`src/rtl/alu_control_mext_pkg.sv`:
```
`default_nettype none
// ============================================================================
// Module   : alu_ctrl_pkg
// Brief    : Op codes, ALU_Op classes, funct7 values and FSM states shared by
//            the ALU control unit and its decoder.
// Revision : 1.0 - initial release
// ============================================================================
package alu_ctrl_pkg;

    localparam logic [4:0] c_op_add    = 5'd0;
    localparam logic [4:0] c_op_sub    = 5'd1;
    localparam logic [4:0] c_op_sll    = 5'd2;
    localparam logic [4:0] c_op_slt    = 5'd3;
    localparam logic [4:0] c_op_sltu   = 5'd4;
    localparam logic [4:0] c_op_xor    = 5'd5;
    localparam logic [4:0] c_op_srl    = 5'd6;
    localparam logic [4:0] c_op_sra    = 5'd7;
    localparam logic [4:0] c_op_or     = 5'd8;
    localparam logic [4:0] c_op_and    = 5'd9;
    localparam logic [4:0] c_op_pass_b = 5'd10;
    localparam logic [4:0] c_op_mul    = 5'd16;
    localparam logic [4:0] c_op_remu   = 5'd23;

    localparam logic [2:0] c_cls_rtype  = 3'b000;
    localparam logic [2:0] c_cls_iarith = 3'b001;
    localparam logic [2:0] c_cls_lui    = 3'b010;
    localparam logic [2:0] c_cls_branch = 3'b011;
    localparam logic [2:0] c_cls_ldst   = 3'b100;
    localparam logic [2:0] c_cls_auipc  = 3'b101;
    localparam logic [2:0] c_cls_jal    = 3'b110;
    localparam logic [2:0] c_cls_rsvd   = 3'b111;

    localparam logic [6:0] c_f7_base = 7'b0000000;
    localparam logic [6:0] c_f7_alt  = 7'b0100000;
    localparam logic [6:0] c_f7_mext = 7'b0000001;

    typedef enum logic [1:0] {
        S_IDLE = 2'd0,
        S_BUSY = 2'd1,
        S_DONE = 2'd2
    } state_t;

    // funct3 mapping shared by R-type funct7=0000000 and most I-arith ops
    function automatic logic [4:0] base_op(input logic [2:0] funct3);
        case (funct3)
            3'b000:  base_op = c_op_add;
            3'b001:  base_op = c_op_sll;
            3'b010:  base_op = c_op_slt;
            3'b011:  base_op = c_op_sltu;
            3'b100:  base_op = c_op_xor;
            3'b101:  base_op = c_op_srl;
            3'b110:  base_op = c_op_or;
            default: base_op = c_op_and;
        endcase
    endfunction

endpackage
`default_nettype wire

```
`src/rtl/alu_control_mext_if.sv`:
```
`default_nettype none
// ============================================================================
// Module   : alu_control_mext_if
// Brief    : Instruction-field inputs and ALU/MDU control outputs of the
//            ALU control unit.
// Revision : 1.0 - initial release
// ============================================================================
interface alu_control_mext_if #(
    parameter int OP_W = 5
);
    logic            valid_i;
    logic [6:0]      funct7_i;
    logic [2:0]      ALU_Op_i;
    logic [2:0]      funct3_i;
    logic            kill_i;
    logic [OP_W-1:0] ALU_Operation_o;
    logic            muldiv_sel_o;
    logic            muldiv_start_o;
    logic            muldiv_done_o;
    logic            stall_o;
    logic            illegal_o;

    modport master (
        output valid_i, funct7_i, ALU_Op_i, funct3_i, kill_i,
        input  ALU_Operation_o, muldiv_sel_o, muldiv_start_o,
               muldiv_done_o, stall_o, illegal_o
    );

    modport slave (
        input  valid_i, funct7_i, ALU_Op_i, funct3_i, kill_i,
        output ALU_Operation_o, muldiv_sel_o, muldiv_start_o,
               muldiv_done_o, stall_o, illegal_o
    );
endinterface
`default_nettype wire

```
`src/rtl/alu_control_mext_decode.sv`:
```
`default_nettype none
// ============================================================================
// Module   : alu_decode
// Brief    : Combinational ALU_Op/funct3/funct7 decode into op code plus
//            mul/div and illegal flags.
// Revision : 1.0 - initial release
// ============================================================================
module alu_decode
    import alu_ctrl_pkg::*;
(
    input  wire logic [2:0] alu_op,
    input  wire logic [2:0] funct3,
    input  wire logic [6:0] funct7,
    output logic      [4:0] op_code,
    output logic            is_muldiv,
    output logic            is_div,
    output logic            illegal
);

    // Illegal paths leave op_code at ADD
    always_comb begin
        op_code   = c_op_add;
        is_muldiv = 1'b0;
        is_div    = 1'b0;
        illegal   = 1'b0;
        case (alu_op)
            c_cls_rtype: begin
                case (funct7)
                    c_f7_base: op_code = base_op(funct3);
                    c_f7_alt: begin
                        if (funct3 == 3'b000)      op_code = c_op_sub;
                        else if (funct3 == 3'b101) op_code = c_op_sra;
                        else                       illegal = 1'b1;
                    end
                    c_f7_mext: begin
                        op_code   = c_op_mul | {2'b00, funct3};
                        is_muldiv = 1'b1;
                        is_div    = funct3[2];
                    end
                    default: illegal = 1'b1;
                endcase
            end
            c_cls_iarith: begin
                case (funct3)
                    3'b001: begin
                        if (funct7 == c_f7_base) op_code = c_op_sll;
                        else                     illegal = 1'b1;
                    end
                    3'b101: begin
                        if (funct7 == c_f7_base)     op_code = c_op_srl;
                        else if (funct7 == c_f7_alt) op_code = c_op_sra;
                        else                         illegal = 1'b1;
                    end
                    default: op_code = base_op(funct3);
                endcase
            end
            c_cls_lui: op_code = c_op_pass_b;
            c_cls_branch: begin
                case (funct3[2:1])
                    2'b00:   op_code = c_op_sub;
                    2'b10:   op_code = c_op_slt;
                    2'b11:   op_code = c_op_sltu;
                    default: illegal = 1'b1;
                endcase
            end
            c_cls_ldst, c_cls_auipc, c_cls_jal: op_code = c_op_add;
            default: illegal = 1'b1;
        endcase
    end

endmodule
`default_nettype wire

```
`src/rtl/alu_control_mext.sv`:
```
`default_nettype none
// ============================================================================
// Module   : alu_control_mext
// Brief    : RV32IM ALU control with a sequencer that stalls the datapath for
//            multi-cycle MUL/DIV and pulses start/done to the MDU.
// Revision : 1.0 - initial release
// ============================================================================
module alu_control_mext
    import alu_ctrl_pkg::*;
#(
    parameter int OP_W    = 5,
    parameter int MUL_LAT = 2,
    parameter int DIV_LAT = 33,
    parameter int CNT_W   = 6
) (
    input  wire logic          clk,
    input  wire logic          reset,
    alu_control_mext_if.slave  bus
);

    localparam logic [CNT_W-1:0] c_mul_cnt = CNT_W'(MUL_LAT - 1);
    localparam logic [CNT_W-1:0] c_div_cnt = CNT_W'(DIV_LAT - 1);

    state_t           r_state;
    state_t           w_state_nxt;
    logic [4:0]       r_op;
    logic [CNT_W-1:0] r_cnt;

    logic [4:0]       w_dec_op;
    logic             w_is_muldiv;
    logic             w_is_div;
    logic             w_dec_illegal;
    logic             w_load;
    logic [CNT_W-1:0] w_lat_cnt;
    logic [4:0]       w_op;

    alu_decode u_decode (
        .alu_op    (bus.ALU_Op_i),
        .funct3    (bus.funct3_i),
        .funct7    (bus.funct7_i),
        .op_code   (w_dec_op),
        .is_muldiv (w_is_muldiv),
        .is_div    (w_is_div),
        .illegal   (w_dec_illegal)
    );

    assign w_lat_cnt           = w_is_div ? c_div_cnt : c_mul_cnt;
    assign bus.ALU_Operation_o = OP_W'(w_op);

    always_ff @(posedge clk or posedge reset) begin
        if (reset) begin
            r_state <= S_IDLE;
            r_op    <= c_op_add;
            r_cnt   <= '0;
        end else begin
            r_state <= w_state_nxt;
            if (w_load) begin
                r_op  <= w_dec_op;
                r_cnt <= w_lat_cnt;
            end else if (r_state == S_BUSY) begin
                r_cnt <= r_cnt - CNT_W'(1);
            end
        end
    end

    // Reset gates the IDLE outputs so a still-presented mul/div cannot raise
    // stall while reset is held
    always_comb begin
        w_state_nxt        = r_state;
        w_load             = 1'b0;
        w_op               = w_dec_op;
        bus.stall_o        = 1'b0;
        bus.muldiv_start_o = 1'b0;
        bus.muldiv_done_o  = 1'b0;
        bus.muldiv_sel_o   = 1'b0;
        bus.illegal_o      = 1'b0;
        case (r_state)
            S_IDLE: begin
                bus.illegal_o = bus.valid_i && w_dec_illegal && !reset;
                if (bus.valid_i && w_is_muldiv && !bus.kill_i && !reset) begin
                    w_load             = 1'b1;
                    bus.stall_o        = 1'b1;
                    bus.muldiv_start_o = 1'b1;
                    bus.muldiv_sel_o   = 1'b1;
                    w_state_nxt        = (w_lat_cnt != '0) ? S_BUSY : S_DONE;
                end
            end
            S_BUSY: begin
                w_op             = r_op;
                bus.stall_o      = 1'b1;
                bus.muldiv_sel_o = 1'b1;
                if (bus.kill_i)                  w_state_nxt = S_IDLE;
                else if (r_cnt <= CNT_W'(1))     w_state_nxt = S_DONE;
            end
            S_DONE: begin
                w_op              = r_op;
                bus.muldiv_sel_o  = 1'b1;
                bus.muldiv_done_o = !bus.kill_i;
                w_state_nxt       = S_IDLE;
            end
            default: w_state_nxt = S_IDLE;
        endcase
    end

endmodule
`default_nettype wire

```
`src/flat_wrapper.sv`:
```
// flat-port wrapper written by rule: the top's interface ports become plain ports
module alu_control_mext_flat import alu_ctrl_pkg::*;
#(
    parameter int OP_W    = 5,
    parameter int MUL_LAT = 2,
    parameter int DIV_LAT = 33,
    parameter int CNT_W   = 6
)
  (clk, reset, bus_valid_i, bus_funct7_i, bus_ALU_Op_i, bus_funct3_i, bus_kill_i, bus_ALU_Operation_o, bus_muldiv_sel_o, bus_muldiv_start_o, bus_muldiv_done_o, bus_stall_o, bus_illegal_o);
  alu_control_mext_if #(.OP_W(OP_W)) bus_i ();
  input  wire logic clk;
  input  wire logic reset;
  input wire logic [$bits(bus_i.valid_i)-1:0] bus_valid_i;
  input wire logic [$bits(bus_i.funct7_i)-1:0] bus_funct7_i;
  input wire logic [$bits(bus_i.ALU_Op_i)-1:0] bus_ALU_Op_i;
  input wire logic [$bits(bus_i.funct3_i)-1:0] bus_funct3_i;
  input wire logic [$bits(bus_i.kill_i)-1:0] bus_kill_i;
  output wire logic [$bits(bus_i.ALU_Operation_o)-1:0] bus_ALU_Operation_o;
  output wire logic [$bits(bus_i.muldiv_sel_o)-1:0] bus_muldiv_sel_o;
  output wire logic [$bits(bus_i.muldiv_start_o)-1:0] bus_muldiv_start_o;
  output wire logic [$bits(bus_i.muldiv_done_o)-1:0] bus_muldiv_done_o;
  output wire logic [$bits(bus_i.stall_o)-1:0] bus_stall_o;
  output wire logic [$bits(bus_i.illegal_o)-1:0] bus_illegal_o;
  assign bus_i.valid_i = bus_valid_i;
  assign bus_i.funct7_i = bus_funct7_i;
  assign bus_i.ALU_Op_i = bus_ALU_Op_i;
  assign bus_i.funct3_i = bus_funct3_i;
  assign bus_i.kill_i = bus_kill_i;
  assign bus_ALU_Operation_o = bus_i.ALU_Operation_o;
  assign bus_muldiv_sel_o = bus_i.muldiv_sel_o;
  assign bus_muldiv_start_o = bus_i.muldiv_start_o;
  assign bus_muldiv_done_o = bus_i.muldiv_done_o;
  assign bus_stall_o = bus_i.stall_o;
  assign bus_illegal_o = bus_i.illegal_o;
  alu_control_mext #(.OP_W(OP_W), .MUL_LAT(MUL_LAT), .DIV_LAT(DIV_LAT), .CNT_W(CNT_W)) u_core (.clk(clk), .reset(reset), .bus(bus_i));
endmodule
```
`config.mk`:
```
export PLATFORM = sky130hd
export DESIGN_NAME = alu_control_mext_flat
export DESIGN_NICKNAME = d
export VERILOG_FILES = /design/src/rtl/alu_control_mext_pkg.sv /design/src/rtl/alu_control_mext_if.sv /design/src/rtl/alu_control_mext_decode.sv /design/src/rtl/alu_control_mext.sv /design/src/flat_wrapper.sv
export SDC_FILE = /design/constraint.sdc
export NUM_CORES = 1
export LEC_CHECK = 0
export CAP_MARGIN = 20
export CORE_MARGIN = 2
export CORE_UTILIZATION = 50
export DETAILED_ROUTE_END_ITERATION = 10
export DONT_BUFFER_PORTS = 1
export HOLD_SLACK_MARGIN = 0.08
export PLACE_DENSITY = 0.78
export SLEW_MARGIN = 25
export SYNTH_ARGS = -nofsm -noshare
export SYNTH_HDL_FRONTEND = slang
export SYNTH_SLANG_ARGS = --single-unit
```
`constraint.sdc`:
```
create_clock -name clk -period 1.64 [get_ports clk]
set_input_delay 0.328 -clock clk [delete_from_list [all_inputs] [get_ports clk]]
set_output_delay 0.328 -clock clk [all_outputs]
set_load 0.03 [all_outputs]
```
[After elaboration in Yosys (flattened, before gate mapping)]
Index checks and enable logic that the tools add are counted.
Cells by class
  add/subtract/negate cells: 1
  multiply operators: 0
  div/mod/pow operators: 0
  order comparisons: 1
  equal/unequal tests: 20
  shift operators: 0
  mux-type cells: 39
  bitwise logic cells: 0
  reductions and logical operators: 19
Operators with widths (number)
  $pmux 4 s7: 1
  $pmux 4 s5: 1
  $pmux 5 s4: 1
  $eq 3x3->1 const B: 6
  $mux 6: 3
  $pmux 5 s3: 1
  $mux 1: 14
  $eq 3x2->1 const B: 4
  $mux 3: 4
  $mux 2: 5
  $pmux 5 s2: 1
  $pmux 3 s3: 1
  $pmux 1 s2: 4
  $eq 7x1->1 const B: 1
  $eq 7x6->1 const B: 1
  $logic_not 7->1: 1
  $eq 2x2->1 const B: 3
  $eq 3x1->1 const B: 2
  $le 6x1->1 const B: 1
  $logic_not 3->1: 2
  $reduce_bool 6->1: 1
  $sub 6x1->6 const B: 1
  $logic_and 1x1->1: 5
  $mux 5: 1
  other kinds (12): 15
Word-level totals
  register bits: 13
  bits in latches: 0
  bits in writable memories: 0
  bits in read-only memories: 0
  bits of input ports: 17
  output and inout port bits: 10
  memories kept: 0

[Logic depth before layout (Yosys ltp)]
  depth after elaboration: 9
  depth in mapped cells: 7

[Cells and area by module]
A second synthesis with hierarchy kept.
Unflattened totals
  cells, all modules: 149
  area total of the unflattened synthesis: 1212.4 um^2
Modules (own cells, without submodules)
  alu_control_mext: times used 1, cells each 75, area an instance 788.3 um^2, seq. area each 325.3 um^2
  alu_decode: times used 1, cells each 74, area an instance 424.2 um^2, seq. area each 0.0 um^2

[Worst setup path after synthesis]
Ideal clock, no wire load.
  kind: input to output
  start point: input port reset
  end point: output port bus_muldiv_sel_o
  data arrival time: 1.773 ns
  required time: 1.312 ns
  slack: -0.461 ns
  cell stages on the path: 5
  cell sequence: inv_1 nand3_1 or3_1 buf_6 a21oi_1
Between the ends
  word-level cells in the longest chain between the ends: 4
RTL lines
  start: declaration: RTL line flat_wrapper.sv:12  | input wire logic reset;
  $logic_not 1->1 (no line)
  $logic_and 1x1->1: RTL line alu_control_mext.sv:80  | if (bus.valid_i && w_is_muldiv && !bus.kill_i && !reset) begin
  $mux 1: RTL line alu_control_mext.sv:80
  $pmux 1 s2: RTL line alu_control_mext.sv:77  | case (r_state)
  end: declaration: RTL line flat_wrapper.sv:19  | output wire logic [$bits(bus_i.muldiv_sel_o)-1:0] bus_muldiv_sel_o;
Every way passes these cells.

[Worst setup path in the final report]
  start point: register u_core.r_state[1]
  end point: output port bus_ALU_Operation_o[0]
Between the ends
  word-level cells in the longest chain between the ends: 3
RTL lines
  start: declaration: RTL line alu_control_mext.sv:24  | state_t r_state;
  start signal: assignment: RTL line alu_control_mext.sv:56  | r_state <= w_state_nxt;
  $eq 2x2->1 / $eq 2x1->1 (equally long branches): RTL line alu_control_mext.sv:77
  $reduce_or 2->1 (no line) *
  $mux 5 *: RTL line alu_control_mext.sv:77
  end: declaration: RTL line flat_wrapper.sv:18  | output wire logic [$bits(bus_i.ALU_Operation_o)-1:0] bus_ALU_Operation_o;
Mark *: on every way between the ends. The rest lies on a longest branch, timed or not.

==> results.toml <==
[sta]
setup-tns-final_ns = -3.62
drv_slew = 0
setup_viol = 14
fin_crit_sh = 1.30
worst_pin_slew_ns = 0.455
timing.final.ws_setup_ns = -0.496
slew_headroom = 0.694
hold_viol_final = 0
finalCriticalPeriod_ns = 2.14
fmax_mhz = 468
clock_skew_ns = 0.00303
rsz0062_at_grt = "true"

[layout]
fin_area_mm2 = 0.00181
areaGrowthSynthToFinish_pct = 46.8
nNetsFinal = 202
postLayoutCoreUtil = 0.752
drive_gt1_frac = 0.444
num_antenna_cells = 0
fill_cells = 154

[worst_hold_path]
hold_class = "in2reg"
holdCritStartpoint = "bus_funct3_i[2]"
hold_path_end = "u_core.r_cnt[0]"
whs_path_depth = 1

[placement]
io_buffers = 0
gp_congestion = 0.891
dp_hpwl_um = 2480
placed_area_mm2 = 0.00151

[yosys]
ys.flop_type = "dfrtp_1"
async_flop_share = 1.00
postSynthNetCount = 168
ys_ff_latch = 13
synth_common_cells = "dfrtp_1, nor2_1, inv_1, nand2b_1, nor2b_1"
synth_cell_types = 50
yosysWarnings = 0
syn_area_mm2 = 0.00123
synth_edf_count = 0
synth_top_area_share = 0.263
ys_seq_area_frac = 0.263
syn_area_per_cell_um2 = 8.52
syn_inst = 145
synth.area.top_cells = "dfrtp_1, ha_1, nand2b_1"
post-synth-top-count-cell = "dfrtp_1"
yosys.area.top_type = "dfrtp_1"

[detailed_routing]
routed_wl_um = 3850
drt_iter0_markers = 33
avgRoutedWirePerCell_um = 18.5
ant_nets = 0
via_count = 1301
drc_errors = 0
first_pass_iters = 4
viasPerCell = 6.25

[setup_path]
worstRegToRegCells = 7
timing.rr.end = "u_core.r_cnt[5]"
max_stage_delay_ns = 0.41
crit_type = "reg2out"
worstPathBufferInverterCount = 2
startpoint_type = "flop"
critical-path-top-delay-family = "flip-flops"
cp_cell_sequence = "inv_2 > ha_4 > nor2b_4 > nor4_2 > o211ai_1 > o211ai_1 > buf_4"
timing.rr.start = "u_core.r_state[1]"
path_common_cell = "o211ai_1"
required_ns = 1.31
critPathMaxFanout = 2
crit_slowest_cell = "dfrtp_1"
cp-end-kind = "output pin"
r2r_slack_ns = -0.09
critPathArrivalTime_ns = 1.81

[cts]
cts_tree = "built"
cts_root_buf = "clkbuf_4"
insertion_delay_ns = 0.27
clock_sinks = 13
htreeDepth = 1
cts-buffers-inserted = 3
clockBufferDepth = 2
path_clk_slew_ns = 0.08

[floorplanning]
dieArea_mm2 = 0.00288
io_pins = 27
start_util = 0.512
die_h_um = 53.7
rows = 18
coreArea_mm2 = 0.00241
fp.dieW_um = 53.7

[global_routing]
grt_pass1_wl_um = 5690
gr-usage-all-layers = 0.278
grt_max_degree = 21
grt_pass1_vias = 1233
grt_antenna_before_repair = 0
grt_overflow = 0

[run_status]
outcome = "finished with violations"
violations = "negative setup slack"

[pwr]
ir_drop_mv = 0.294
powerDensity_mw_per_mm2 = 383
p_leak_nw = 0.725

[run]
maxCapViolCount = 0
## state kept, by name (all words and copies together) (netlist names)
name and flops:
u_core.r_op 5, u_core.r_state 2, u_core.r_cnt 6
## per-stage QoR
| step | power, mW | hold slack [ns] | instances | setup WS (ns) |
|---|---|---|---|---|
| 3_5_place_dp | 0.480 | 0.233 | 192 | -0.202 |
| 5_1_grt | 0.728 | 0.149 | 208 | -0.579 |
| 2_1_floorplan | 0.471 | 0.145 | 145 | -0.219 |
| 4_1_cts | 0.688 | 0.135 | 207 | -0.452 |
| 6_report | 0.695 | 0.148 | 208 | -0.496 |
| 3_3_place_gp | 0.474 | 0.229 | 192 | -0.167 |
## cell families (layout without fill, tap and decap cells)
| kind of cell | Yosys count | in the layout | share of synthesized area |
|---|---|---|---|
| flip-flops | 13 | 13 | 0.263 |
| adder cells (fa/ha/maj) | 6 | 6 | 0.0608 |
| buffers and inverters | 19 | 52 | 0.0730 |
| multiplexers | 5 | 5 | 0.0496 |
| AND/OR/NAND/NOR | 64 | 64 | 0.320 |
| XOR/XNOR | 7 | 7 | 0.0496 |
| AO/OA/AOI/OAI | 31 | 31 | 0.183 |
## power by group
group          total [mW]  internal (mW)  switching [mW]
sequential          0.336          0.327         0.00843
combinational       0.165         0.0853          0.0792
clock               0.195         0.0942           0.101
## placed cells by master, fill, tap and decap left out, drive strengths merged, types with 5 or more instances in the layout
master / instances
nor2b: 8
or3: 5
nand2: 6
nand2b: 8
dfrtp: 13
inv: 7
nor2: 9
ha: 6
nor3: 6
a21oi: 5
buf: 38
## per-layer routing
layer	vias up	track usage	wire length, um
li1	597	-	-
met1	643	0.313	1440
met2	53	0.535	2120
met3	8	0.0444	229
met4	0	0.0684	61
met5	-	0	0
## worst reg2reg max path: stages, from the launching register on
cell and delay, ns:
dfrtp_1 0.41, inv_2 0.10, ha_4 0.14, nand3_4 0.06, or3_4 0.34, buf_6 0.15
buf_6 0.13, mux2_4 0.29
## repair_timing
action                                 CTS  global route
endpoints found under the hold margin   13             0
resized for setup                       25            16
setup endpoints to repair               13            23
pin swaps                                7             6
hold buffers                             1             0
buffers inserted                        10             5
gates cloned                             1             0
## worst max-delay path by stage
stage                             end               from  slack [ns]  cells past startpoint
6_report       bus_ALU_Operation_o[0]  u_core.r_state[1]       -0.50                      7
3_5_place_dp         bus_muldiv_sel_o    bus_funct7_i[4]       -0.20                      5
4_1_cts        bus_ALU_Operation_o[0]  u_core.r_state[0]       -0.45                      7
2_1_floorplan  bus_ALU_Operation_o[0]    bus_funct3_i[0]       -0.22                      5
3_3_place_gp   bus_ALU_Operation_o[0]    bus_funct7_i[4]       -0.17                      5
5_1_grt        bus_ALU_Operation_o[0]  u_core.r_state[1]       -0.58                      7
## final cells by class
cell class	count	area [um2]	area share
clock buffer	4	26.3	0.0145
sequential	13	325	0.179
timing repair buffer	39	363	0.200
tap	30	37.5	0.0207
multi-input combinational	113	1010	0.558
inverter	9	50.0	0.0276
Note: power is estimated with default switching activity, not from simulation.
